[config.mk]
export PLATFORM = sky130hd
export DESIGN_NAME = count_seq_ctrl_flat
export DESIGN_NICKNAME = d
export VERILOG_FILES = /design/src/rtl/count_seq_ctrl_pkg.sv /design/src/rtl/count_seq_ctrl_if.sv /design/src/rtl/count_seq_ctrl_cnt.sv /design/src/rtl/count_seq_ctrl.sv /design/src/flat_wrapper.sv
export SDC_FILE = /design/constraint.sdc
export NUM_CORES = 1
export LEC_CHECK = 0
export BUFFER_PORTS_ARGS = -buffer_cell sky130_fd_sc_hd__buf_2
export CAP_MARGIN = 5
export CORE_MARGIN = 1.5
export CORE_UTILIZATION = 41
export DETAILED_ROUTE_END_ITERATION = 8
export GPL_TIMING_DRIVEN = 1
export MAX_ROUTING_LAYER = met4
export PLACE_DENSITY_LB_ADDON = 0.25
export SLEW_MARGIN = 20
export SYNTH_ARGS = -nofsm -noshare
export SYNTH_HDL_FRONTEND = slang
export SYNTH_SLANG_ARGS = --single-unit
[constraint.sdc]
create_clock -name clk -period 4.3 [get_ports clk]
set_input_delay 0.215 -clock clk [delete_from_list [all_inputs] [get_ports clk]]
set_output_delay 0.215 -clock clk [all_outputs]
set_load 0.1 [all_outputs]
[src/rtl/count_seq_ctrl_pkg.sv]
// count_pkg: shared state encoding and direction constants for the count sequencer
package count_pkg;
  typedef enum logic [1:0] {IDLE, LOAD, RUN, DONE} cseq_state_t;
  localparam logic DIR_UP = 1'b1;
  localparam logic DIR_DOWN = 1'b0;
endpackage

[src/rtl/count_seq_ctrl_if.sv]
// count_seq_ctrl_if: job request and counter status bundle between host and sequencer
interface count_seq_ctrl_if #(parameter int W = 4);
  logic start;
  logic dir;
  logic [W-1:0] init_val;
  logic [W-1:0] steps;
  logic pause;
  logic [W-1:0] cnt_val;
  logic busy;
  logic done;
  logic wrap;
  modport master (output start, dir, init_val, steps, pause, input cnt_val, busy, done, wrap);
  modport slave (input start, dir, init_val, steps, pause, output cnt_val, busy, done, wrap);
endinterface

[src/rtl/count_seq_ctrl_cnt.sv]
// updown_cnt: loadable modulo-2^W up/down counter with a registered wrap pulse
module updown_cnt import count_pkg::*; #(parameter int W = 4) (
  input  logic         clk,
  input  logic         reset,
  input  logic         load,
  input  logic [W-1:0] load_val,
  input  logic         en,
  input  logic         dir,
  output logic [W-1:0] cnt,
  output logic         wrap
);
  // reset beats load beats step; wrap flags a step that crossed the modulo boundary
  always_ff @(posedge clk) begin
    if (reset) begin
      cnt <= '0;
      wrap <= 1'b0;
    end else if (load) begin
      cnt <= load_val;
      wrap <= 1'b0;
    end else if (en) begin
      cnt <= (dir == DIR_UP) ? cnt + 1'b1 : cnt - 1'b1;
      wrap <= (dir == DIR_UP) ? &cnt : ~|cnt;
    end else begin
      wrap <= 1'b0;
    end
  end
endmodule

[src/rtl/count_seq_ctrl.sv]
// count_seq_ctrl: sequences the counter through load-then-step runs with pause
module count_seq_ctrl import count_pkg::*; #(parameter int W = 4) (
  input  logic clk,
  input  logic reset,
  count_seq_ctrl_if.slave bus
);
  cseq_state_t state;
  logic dir_cap;
  logic [W-1:0] init_cap;
  logic [W-1:0] steps_cap;
  logic [W-1:0] remaining;
  logic [W-1:0] cnt;
  logic wrap;
  logic busy;
  logic done;
  logic load;
  logic en;
  assign load = (state == LOAD);
  assign en = (state == RUN) && !bus.pause;
  assign bus.cnt_val = cnt;
  assign bus.wrap = wrap;
  assign bus.busy = busy;
  assign bus.done = done;
  updown_cnt #(.W(W)) u_cnt (
    .clk(clk),
    .reset(reset),
    .load(load),
    .load_val(init_cap),
    .en(en),
    .dir(dir_cap),
    .cnt(cnt),
    .wrap(wrap)
  );
  // job FSM; busy/done are registered alongside the state they describe
  always_ff @(posedge clk) begin
    if (reset) begin
      state <= IDLE;
      dir_cap <= 1'b0;
      init_cap <= '0;
      steps_cap <= '0;
      remaining <= '0;
      busy <= 1'b0;
      done <= 1'b0;
    end else begin
      case (state)
        IDLE: if (bus.start) begin
          dir_cap <= bus.dir;
          init_cap <= bus.init_val;
          steps_cap <= bus.steps;
          state <= LOAD;
          busy <= 1'b1;
        end
        LOAD: begin
          remaining <= steps_cap;
          state <= (steps_cap == '0) ? DONE : RUN;
          busy <= (steps_cap != '0);
          done <= (steps_cap == '0);
        end
        RUN: if (!bus.pause) begin
          remaining <= remaining - 1'b1;
          if (remaining == W'(1)) begin
            state <= DONE;
            busy <= 1'b0;
            done <= 1'b1;
          end
        end
        DONE: begin
          state <= IDLE;
          done <= 1'b0;
        end
      endcase
    end
  end
endmodule

[src/flat_wrapper.sv]
// flat-port wrapper written by rule: the top's interface ports become plain ports
module count_seq_ctrl_flat import count_pkg::*;
#(parameter int W = 4)
  (clk, reset, bus_start, bus_dir, bus_init_val, bus_steps, bus_pause, bus_cnt_val, bus_busy, bus_done, bus_wrap);
  count_seq_ctrl_if #(.W(W)) bus_i ();
  input  logic clk;
  input  logic reset;
  input wire logic [$bits(bus_i.start)-1:0] bus_start;
  input wire logic [$bits(bus_i.dir)-1:0] bus_dir;
  input wire logic [$bits(bus_i.init_val)-1:0] bus_init_val;
  input wire logic [$bits(bus_i.steps)-1:0] bus_steps;
  input wire logic [$bits(bus_i.pause)-1:0] bus_pause;
  output wire logic [$bits(bus_i.cnt_val)-1:0] bus_cnt_val;
  output wire logic [$bits(bus_i.busy)-1:0] bus_busy;
  output wire logic [$bits(bus_i.done)-1:0] bus_done;
  output wire logic [$bits(bus_i.wrap)-1:0] bus_wrap;
  assign bus_i.start = bus_start;
  assign bus_i.dir = bus_dir;
  assign bus_i.init_val = bus_init_val;
  assign bus_i.steps = bus_steps;
  assign bus_i.pause = bus_pause;
  assign bus_cnt_val = bus_i.cnt_val;
  assign bus_busy = bus_i.busy;
  assign bus_done = bus_i.done;
  assign bus_wrap = bus_i.wrap;
  count_seq_ctrl #(.W(W)) u_core (.clk(clk), .reset(reset), .bus(bus_i));
endmodule
Word-level counts from Yosys, hierarchy flattened
Cells that the tools add are included.
Cells by class
  add/sub/neg operators: 3
  multiply operators: 0
  div/mod/pow operators: 0
  magnitude comparators: 0
  equal/unequal tests: 7
  shifts and indexed selects: 0
  muxes and demuxes: 18
  bitwise operators: 1
  reductions and logical operators: 18
Operators with widths (count)
  2-to-1 mux 4 bit: 4
  case mux 2 bit (4 select lines): 1
  case mux 4 bit (2 select lines): 1
  AND reduction 4 bit: 2
  subtractor 4 x 1 -> 4 bit, second input constant: 2
  2-to-1 mux 1 bit: 7
  2-to-1 mux 2 bit: 3
  inequality test 2 bit, second input constant: 3
  case mux 1 bit (3 select lines): 2
  AND reduction 3 bit: 2
  nonzero test 3 bit: 2
  adder 4 x 1 -> 4 bit, second input constant: 1
  equality test 2 bit, second input constant: 2
  equality test 4 x 1 -> 1 bit, second input constant: 1
  logical NOT 4 bit: 1
  AND reduction 2 bit: 2
  nonzero test 2 bit: 2
  nonzero test 4 bit: 1
  OR reduction 4 bit: 1
  OR reduction 3 bit: 1
  equality test 2 x 1 -> 1 bit, second input constant: 1
  logical NOT 1 bit: 2
  logical NOT 2 bit: 1
  logical AND 1 bit: 1
  inverter 1 bit: 1
Word-level totals
  flip-flop bits (word level): 22
  latch bits: 0
  RAM bits: 0
  ROM bits: 0
  bits of input ports: 13
  output and inout bits: 7
  logic and storage cells: 56
  memories kept: 0

Longest topological paths before layout
Gate-level depths: netlist of run 1.
  word-level depth: 4
  depth in mapped cells: 7
  depth with buffers taken out: 6

Cells and area by module
A second synthesis of run 1 with hierarchy kept.
Second synthesis, totals
  cell total of the unflattened synthesis: 139
  area, all modules: 1198.6 µm²
Modules (own cells, without submodules)
  count_seq_ctrl: instances 1, cells each 104, area each 865.8 µm², seq. area each 340.3 µm²
  updown_cnt: instances 1, cells each 35, area each 332.8 µm², seq. area each 100.1 µm²

Worst setup path before layout of run 1
Ideal clock, no wire load.
  path kind: register -> register
  start: register u_core.u_cnt.cnt[1]
  end: register u_core.u_cnt.cnt[1]
  setup time: 128 ps
  arrival time: 1977 ps
  required time: 4172 ps
  slack: 2195 ps
  cell stages (with the launch flop): 5
  buffers on the path: 0
  clock period less this slack: 2105 ps
  cell sequence: dfxtp_1 -> fa_1 -> mux2_2 -> mux2i_1 -> nor2_1
Between the ends
  word-level cells in the longest chain between the ends: 4
  elaborated cells on any way between the ends: 5
  those cells by class: add/sub: 2; mux: 3
Ends and longest elaborated chain
  start, declared: RTL line count_seq_ctrl_cnt.sv:9  | output logic [W-1:0] cnt,
  start signal, assigned: RTL line count_seq_ctrl_cnt.sv:18  | cnt <= load_val;
  start signal, assigned: RTL line count_seq_ctrl_cnt.sv:21  | cnt <= (dir == DIR_UP) ? cnt + 1'b1 : cnt - 1'b1;
  subtractor 4 x 1 -> 4 bit or adder 4 x 1 -> 4 bit (tied branches): RTL line count_seq_ctrl_cnt.sv:21
  2-to-1 mux 4 bit (*): RTL line count_seq_ctrl_cnt.sv:21
  2-to-1 mux 4 bit (*): RTL line count_seq_ctrl_cnt.sv:20  | end else if (en) begin
  2-to-1 mux 4 bit (*): RTL line count_seq_ctrl_cnt.sv:17  | end else if (load) begin
Every way passes the cells marked *; elsewhere a longest branch is shown, timed or not. The select of a mux whose other input is x is not followed.
A chain may end at the register's enable or synchronous reset.

Final worst setup path of run 1
  start: register u_core.state[0]
  end: register u_core.u_cnt.cnt[1]
Between the ends
  word-level cells in the longest chain between the ends: 3
  elaborated cells on any way between the ends: 5
  those cells by class: eq/ne: 2; mux: 1; reduce/logical: 2
Ends and longest elaborated chain
  start, declared: RTL line count_seq_ctrl.sv:7  | cseq_state_t state;
  start signal, assigned: RTL line count_seq_ctrl.sv:55  | state <= (steps_cap == '0) ? DONE : RUN;
  equality test 2 bit: RTL line count_seq_ctrl.sv:19  | assign en = (state == RUN) && !bus.pause;
  logical AND 1 bit: RTL line count_seq_ctrl.sv:19
  nonzero test 2 bit (no source line)
Parallel ways exist; a longest one is shown, timed or not.

==> results of run 1 <==
[cells by family after synthesis]
logic type,count (synthesis),synth area share [%]
buffers and inverters,13,4.472
DFF,22,37.49
and+or+nand+nor,58,24.82
adders and majority gates,9,10.22
xor gates and xnor gates,5,3.728
muxes,6,5.218
AOI/OAI and AO/OA,27,14.06
[worst max-delay path by stage]
| stage | start | endpoint |
|---|---|---|
| finish | u_core.state[0] | u_core.u_cnt.cnt[1] |
| global route | u_core.state[0] | u_core.u_cnt.cnt[1] |
| global placement | u_core.state[0] | u_core.u_cnt.cnt[1] |
| CTS | u_core.state[0] | u_core.u_cnt.cnt[1] |
| floorplan | u_core.u_cnt.cnt[1] | u_core.u_cnt.cnt[1] |
| detailed placement | u_core.state[0] | u_core.u_cnt.cnt[1] |
[layout by cell type, fill, tap and decap left out, types with 3 or more instances in the layout]
| cell type | instances |
|---|---|
| sky130_fd_sc_hd__a21oi_1 | 17 |
| sky130_fd_sc_hd__buf_2 | 19 |
| sky130_fd_sc_hd__clkbuf_4 | 3 |
| sky130_fd_sc_hd__dfxtp_1 | 22 |
| sky130_fd_sc_hd__ha_1 | 8 |
| sky130_fd_sc_hd__inv_1 | 6 |
| sky130_fd_sc_hd__mux2i_1 | 5 |
| sky130_fd_sc_hd__nand2_1 | 13 |
| sky130_fd_sc_hd__nand2b_1 | 4 |
| sky130_fd_sc_hd__nand3_1 | 9 |
| sky130_fd_sc_hd__nor2_1 | 14 |
| sky130_fd_sc_hd__nor2b_1 | 3 |
| sky130_fd_sc_hd__nor3_1 | 4 |
| sky130_fd_sc_hd__xnor2_1 | 3 |
[sequential cells by signal, indices dropped and copies added (netlist names)]
signal	flops
u_core.bus.busy	1
u_core.init_cap	4
u_core.dir_cap	1
u_core.remaining	4
u_core.bus.done	1
u_core.u_cnt.cnt	4
u_core.u_cnt.wrap	1
u_core.steps_cap	4
u_core.state	2
[worst reg2reg max path: stages, from the launching register on]
cell and delay (ns):
sky130_fd_sc_hd__dfxtp_1 0.38, sky130_fd_sc_hd__inv_1 0.11, sky130_fd_sc_hd__ha_1 0.39, sky130_fd_sc_hd__nor2b_1 0.53, sky130_fd_sc_hd__mux2_2 0.41, sky130_fd_sc_hd__mux2i_1 0.13, sky130_fd_sc_hd__nor2_1 0.05
[through the flow]
stage,worst slack (ns),utilization (%)
6_report,2.198,48.70
5_1_grt,2.066,48.70
4_1_cts,2.194,48.70
3_5_place_dp,2.224,46.77
3_3_place_gp,2.340,46.77
2_1_floorplan,2.195,-
[where the power goes]
group,total (µW),internal [µW],leakage (µW),switching [µW]
combinational,519,181,0.000367,337
clock,158,94.1,0.0000279,63.6
sequential,306,256,0.000180,49.6
[routing by layer]
metal  track usage (%)  up-vias
met1             21.94      474
met5                 -        -
met3             2.304        2
met2             27.57       30
li1                  -      511
met4             4.082        0
[final cells by class]
cell class                      instances  area, µm²
Multi-Input combinational cell        105      681.9
Sequential cell                        22      440.4
Clock inverter                          1      30.03
Inverter                                6      22.52
Tap cell                               31      38.79
Timing Repair Buffer                   19      95.09
Clock buffer                            3      22.52
Fill cell                             277       1403
==> impl_metrics.tcl, run 1 <==
set metrics [dict create \
    synth_warnings 0 \
    period_share_pct 48.87 \
    clock_skew_ns 0.004519 \
    ioPinCount 20 \
    maxSlewHeadroom_pct 63.03 \
    numClockSinks 22 \
    numPortBuffers 19 \
    synthCells 140 \
    critPathMaxFanout 12 \
    setup.worst_path.class "reg2reg" \
    postSynthAreaPerCell_um2 8.392 \
    initial_util_pct 42.97 \
    max_clock_freq_mhz 475.8 \
    floorplan.die.width_um 56.53 \
    finish.instance_area_um2 1331 \
    postRouteAntennaNets 0 \
    min-delay-path-class "in2reg" \
    final.hold.worst_slack_ns 0.1457 \
    critical_path.max_stage_delay_ns 0.53 \
    cts_hold_buffers 0 \
    fp-row-count 19 \
    coreArea_um2 2734 \
    post-route-drc-count 0 \
    post-cts-setup-buffer-count 0 \
    weighted_congestion_at_the_end_of_routability_driven_global_placement 0.8651 \
    crit_path_cell_trace "inv_1, ha_1, nor2b_1, mux2_2, mux2i_1, nor2_1" \
    die-area_um2 3196 \
    worst-endpoint-arrival_ns 2.30 \
    p_total_uw 982.5 \
    ys_types 36 \
    post_cts_resize_count 0 \
    netlist_top_cells_area "sky130_fd_sc_hd__dfxtp_1, sky130_fd_sc_hd__ha_1, sky130_fd_sc_hd__a21oi_1, sky130_fd_sc_hd__nor2_1, sky130_fd_sc_hd__mux2i_1" \
    syn-cell-area_um2 1175 \
    wl_per_cell_um 12.73 \
    gr-usage-all-layers_pct 16.83 \
    total_wirelength_um 2381 \
    synthFlopType "sky130_fd_sc_hd__dfxtp_1" \
    grt_pass1_wl_um 4167 \
    final_hold_viol_count 0 \
    cts_buffers 3 \
    worstMarginPinSlew_ns 0.5534 \
    critPathCaptureType "register" \
    mappedNetlistNets 162 \
    post_route_cells_drive_above_1_share_pct 18.59 \
    clock_tree.buffer_depth 2 \
    cp_data_required_time_ns 4.50 \
    met1Wirelength_um 1064 \
    cts_tree "yes" \
    setup_viol_count_final 0 \
    insertion_delay_of_the_later_clocked_pin_in_the_worst_skew_pair_ns 0.30 \
    clock_transition_at_the_registers_of_the_reported_paths_ns 0.13 \
    worst_hold_startpoint "bus_init_val[0]" \
    synth_enable_flop_cells 0 \
    worst_r2r_start "u_core.state[0]" \
    first_global_vias 921 \
    final-instance-count-excl-fill 187 \
    postSynthRegisterBits 22 \
    hold_path_depth 3 \
    setup-tns-final_ns 0 \
    highest-signal-layer "met4" \
    critical_path.top_delay_family "simple AND/OR/NAND/NOR gates" \
    yosys.area.top_type "sky130_fd_sc_hd__dfxtp_1" \
    start_kind "register" \
    detailedRoute.firstPassIterationCount 6 \
    sequential_fraction_of_the_synthesis_area_pct 37.49 \
    die_height_um 56.53 \
    placed_instance_area_um2 1279 \
    wl_met3_um 137 \
    cts_htree_levels 1 \
    grt.overflow.total 0 \
    power_per_cell_area_nw_per_um2 738.0 \
    synthTopCellsByCount "sky130_fd_sc_hd__dfxtp_1, sky130_fd_sc_hd__a21oi_1, sky130_fd_sc_hd__nor2_1, sky130_fd_sc_hd__nand2_1, sky130_fd_sc_hd__nand3_1" \
    grt_start_max_net_pins 25 \
    final_max_slew_viol_count 0 \
    fin_crit_ns 2.102 \
    yosys.cell_count.top_type "sky130_fd_sc_hd__dfxtp_1" \
    rsz0062_at_grt "false" \
    vdd.ir_drop.worst_v 0.0003087 \
    cp_slowest_cell "sky130_fd_sc_hd__nor2b_1" \
    worstReg2RegEnd "u_core.u_cnt.cnt[1]" \
    r2r_setup_slack_ns 2.20 \
    final_net_count 179 \
    met2RoutedLength_um 1170 \
    synth_top_cell_area_share_pct 37.49 \
    place_hpwl_um 1752 \
    max_cap_viol_count 0 \
    synth_to_final_area_change_pct 13.31 \
    status "finished clean" \
    worst-path-stages 6 \
    vias_per_cell 5.439 \
    dp_cells 183 \
    worstPathBufferInverterCount 1 \
    grt_antenna_before_repair 0 \
    antenna_cells_inserted 0 \
    clockRootBuffer "sky130_fd_sc_hd__clkbuf_4" \
    drtIter0Drc 23 \
    r2r_cells 6 \
    min_delay_worst_endpoint "u_core.init_cap[0]" \
    synth-async-reset-ratio_pct 0 \
    dr_total_vias 1017 \
    static-leakage-power_uw 0.0005747 \
]
No activity file was read; power rests on OpenSTA's default activity.
==> inputs of run 2 (changes only) <==
ABC_AREA = 1   (was not set)
clock period = 1.7 ns   (was 4.3 ns; I/O delays follow)
==> impl_metrics.tcl, run 2 <==
set metrics [dict create \
    cell_internal_pwr_uw 1369 \
    coreArea_um2 2805 \
    final_max_slew_viol_count 0 \
    clock_skew_ns 0.003317 \
    synth_to_final_area_change_pct 13.78 \
    critPathCaptureType "register" \
    start_kind "register" \
    largest_family_of_logic_cells_by_synthesized_area "simple AND/OR/NAND/NOR gates" \
    status "finished clean" \
    worst-endpoint-arrival_ns 1.73 \
    postRouteAntennaNets 0 \
    synthCells 177 \
    clock_transition_at_the_registers_of_the_reported_paths_ns 0.13 \
    rsz0062_at_grt "false" \
    power_frac_comb_pct 55.7 \
    cp_data_required_time_ns 1.91 \
    fin_crit_ns 1.516 \
    total_wirelength_um 2345 \
    setup_viol_count_final 0 \
    gr-usage-all-layers_pct 16.28 \
    postSynthAreaPerCell_um2 7.027 \
    switchingPower_uw 1371 \
    vdd.ir_drop.worst_v 0.001307 \
    final_hold_viol_count 0 \
    wl_per_cell_um 10.29 \
    clockRootBuffer "sky130_fd_sc_hd__clkbuf_4" \
    initial_util_pct 44.34 \
    grt_antenna_before_repair 0 \
    synth-adder-area-share_pct 9.658 \
    yosys.area.top_type "sky130_fd_sc_hd__dfxtp_1" \
    drtIter0Drc 29 \
    postSynthRegisterBits 22 \
    weighted_congestion_at_the_end_of_routability_driven_global_placement 0.8375 \
    max_cap_viol_count 0 \
    sequential_fraction_of_the_synthesis_area_pct 35.41 \
    setup.worst_path.class "reg2reg" \
    worstReg2RegEnd "u_core.steps_cap[0]" \
    static-leakage-power_uw 0.0006883 \
    post-route-drc-count 0 \
    worst_setup_path_startpoint "u_core.state[1]" \
    period_share_pct 89.15 \
    syn-cell-area_um2 1244 \
    first_global_vias 1004 \
    ys_types 24 \
    place_hpwl_um 1815 \
    synth_top_cell_area_share_pct 35.41 \
    netlist_top_cells_area "sky130_fd_sc_hd__dfxtp_1, sky130_fd_sc_hd__nand2_1, sky130_fd_sc_hd__ha_1, sky130_fd_sc_hd__nor2_1, sky130_fd_sc_hd__inv_1" \
    worstMarginPinSlew_ns 0.5042 \
    die-area_um2 3373 \
    post_route_cells_drive_above_1_share_pct 19.29 \
    share_clk_of_total_power_pct 14.6 \
    pwr-share-seq_pct 29.7 \
    post-cts-setup-buffer-count 0 \
    dp_cells 223 \
    floorplan.die.width_um 58.08 \
    critPathMaxFanout 14 \
    yosys.cell_count.top_type "sky130_fd_sc_hd__nand2_1" \
    grt.overflow.total 0 \
    die_height_um 58.08 \
    synthMuxAreaShare_pct 0 \
    cts_tree "yes" \
    numPortBuffers 19 \
    min-delay-path-class "in2reg" \
    maxSlewHeadroom_pct 66.35 \
    dr_total_vias 1093 \
    synth-async-reset-ratio_pct 0 \
    setup-tns-final_ns 0 \
    synthXorXnorAreaFrac_pct 0.7042 \
    ioPinCount 20 \
    most_used_cells_in_the_layout_excluding_fill_and_tap_cells "sky130_fd_sc_hd__nand2_1, sky130_fd_sc_hd__nor2_1, sky130_fd_sc_hd__inv_1" \
    synthTopCellsByCount "sky130_fd_sc_hd__nand2_1, sky130_fd_sc_hd__nor2_1, sky130_fd_sc_hd__inv_1, sky130_fd_sc_hd__dfxtp_1, sky130_fd_sc_hd__o21ai_0" \
    power_switching_share_pct 50.04 \
    fp-row-count 19 \
    cts_htree_levels 1 \
    cp-endpoint "u_core.steps_cap[0]" \
    insertion_delay_of_the_later_clocked_pin_in_the_worst_skew_pair_ns 0.31 \
    synth-simple-area-share_pct 27.97 \
    synth_enable_flop_cells 0 \
    final_net_count 220 \
    r2r_setup_slack_ns 0.18 \
    grt_pass1_wl_um 4243 \
    max_clock_freq_mhz 659.8 \
    final-instance-count-excl-fill 228 \
    worst_r2r_start "u_core.state[1]" \
    r2r_cells 6 \
    clock_tree.buffer_depth 2 \
    antenna_cells_inserted 0 \
    final_common_cell "sky130_fd_sc_hd__nand2_1" \
    vias_per_cell 4.794 \
    synthFlopType "sky130_fd_sc_hd__dfxtp_1" \
    worst_hold_startpoint "bus_init_val[1]" \
    synth_warnings 0 \
    grt_start_max_net_pins 19 \
    power_per_cell_area_nw_per_um2 1937 \
    cts_buffers 3 \
    mappedNetlistNets 199 \
    numClockSinks 22 \
    detailedRoute.firstPassIterationCount 4 \
    synth-compound-area-share_pct 15.79 \
]
-- run 2: cell count changes after synthesis, moves of 4 or more --
cell,before,now
sky130_fd_sc_hd__a21oi_1,17,13
sky130_fd_sc_hd__inv_1,6,23
sky130_fd_sc_hd__mux2i_1,5,0
sky130_fd_sc_hd__nand2_1,13,41
sky130_fd_sc_hd__nand2b_1,4,0
sky130_fd_sc_hd__nor2_1,14,24
sky130_fd_sc_hd__o21ai_0,1,17
-- run 2: worst min path at each step --
stage          slack (ns)                   to  cells after the start
2_1_floorplan        0.15  u_core.u_cnt.cnt[1]                      1
3_3_place_gp         0.31  u_core.remaining[3]                      2
3_5_place_dp         0.31  u_core.remaining[3]                      2
4_1_cts              0.01   u_core.init_cap[1]                      3
5_1_grt             0.009   u_core.init_cap[1]                      3
6_report             0.02   u_core.init_cap[1]                      3
-- run 2: worst max-delay path, cell delays in order (launching register included) --
cell and delay [ns]:
sky130_fd_sc_hd__dfxtp_1 0.45, sky130_fd_sc_hd__inv_1 0.11, sky130_fd_sc_hd__ha_1 0.25, sky130_fd_sc_hd__nand2_1 0.29
sky130_fd_sc_hd__inv_1 0.15, sky130_fd_sc_hd__nor2_1 0.11, sky130_fd_sc_hd__nor2_1 0.05
-- run 2: power by group through the flow --
| stage | sequential [µW] | combinational [µW] | clock, µW |
|---|---|---|---|
| global placement | 818 | 1500 | 0 |
| floorplan | 1150 | 963 | 0 |
| finish | 813 | 1530 | 401 |
| global route | 842 | 1720 | 427 |
| detailed placement | 821 | 1520 | 0 |
| CTS | 812 | 1530 | 410 |
-- run 2: what timing repair did --
action,4_1_cts,5_1_grt
hold buffers,1,0
setup endpoints to repair,0,4
gates resized for setup,0,1
endpoints found under the hold margin,4,0
-- run 2: layout make-up --
| cell class | instances | area [µm²] |
|---|---|---|
| tap | 31 | 38.79 |
| timing repair buffer | 20 | 105.1 |
| sequential | 22 | 444.2 |
| clock buffer | 3 | 22.52 |
| multi-input combinational | 126 | 675.6 |
| clock inverter | 1 | 30.03 |
| fill | 277 | 1390 |
| inverter | 25 | 98.84 |
-- run 2: per-stage QoR --
| step | hold WS [ns] | util (%) | power, µW | cell area (µm²) | setup slack (ns) |
|---|---|---|---|---|---|
| 2_1_floorplan | 0.1470 | - | 2114 | 1247 | 0.1650 |
| 3_3_place_gp | 0.3137 | 48.13 | 2315 | 1350 | 0.2444 |
| 3_5_place_dp | 0.3079 | 48.13 | 2341 | 1350 | 0.1604 |
| 4_1_cts | 0.01048 | 50.36 | 2750 | 1413 | 0.1426 |
| 5_1_grt | 0.008855 | 50.45 | 2991 | 1415 | 0.006250 |
| 6_report | 0.01522 | 50.45 | 2741 | 1415 | 0.1845 |
-- run 2: metal layers --
metal  wire, µm  share of wire, %  track usage [%]
met2       1012                43            25.49
met3        110               4.7            2.679
met5          0                 0                -
met1       1193                51            21.96
met4         29               1.2            3.987
-- run 2: cells by family after synthesis --
family                     count (synthesis)
AOI/OAI and AO/OA                         36
xor gates and xnor gates                   1
adders and majority gates                  9
buffers and inverters                     29
DFF                                       22
and+or+nand+nor                           80
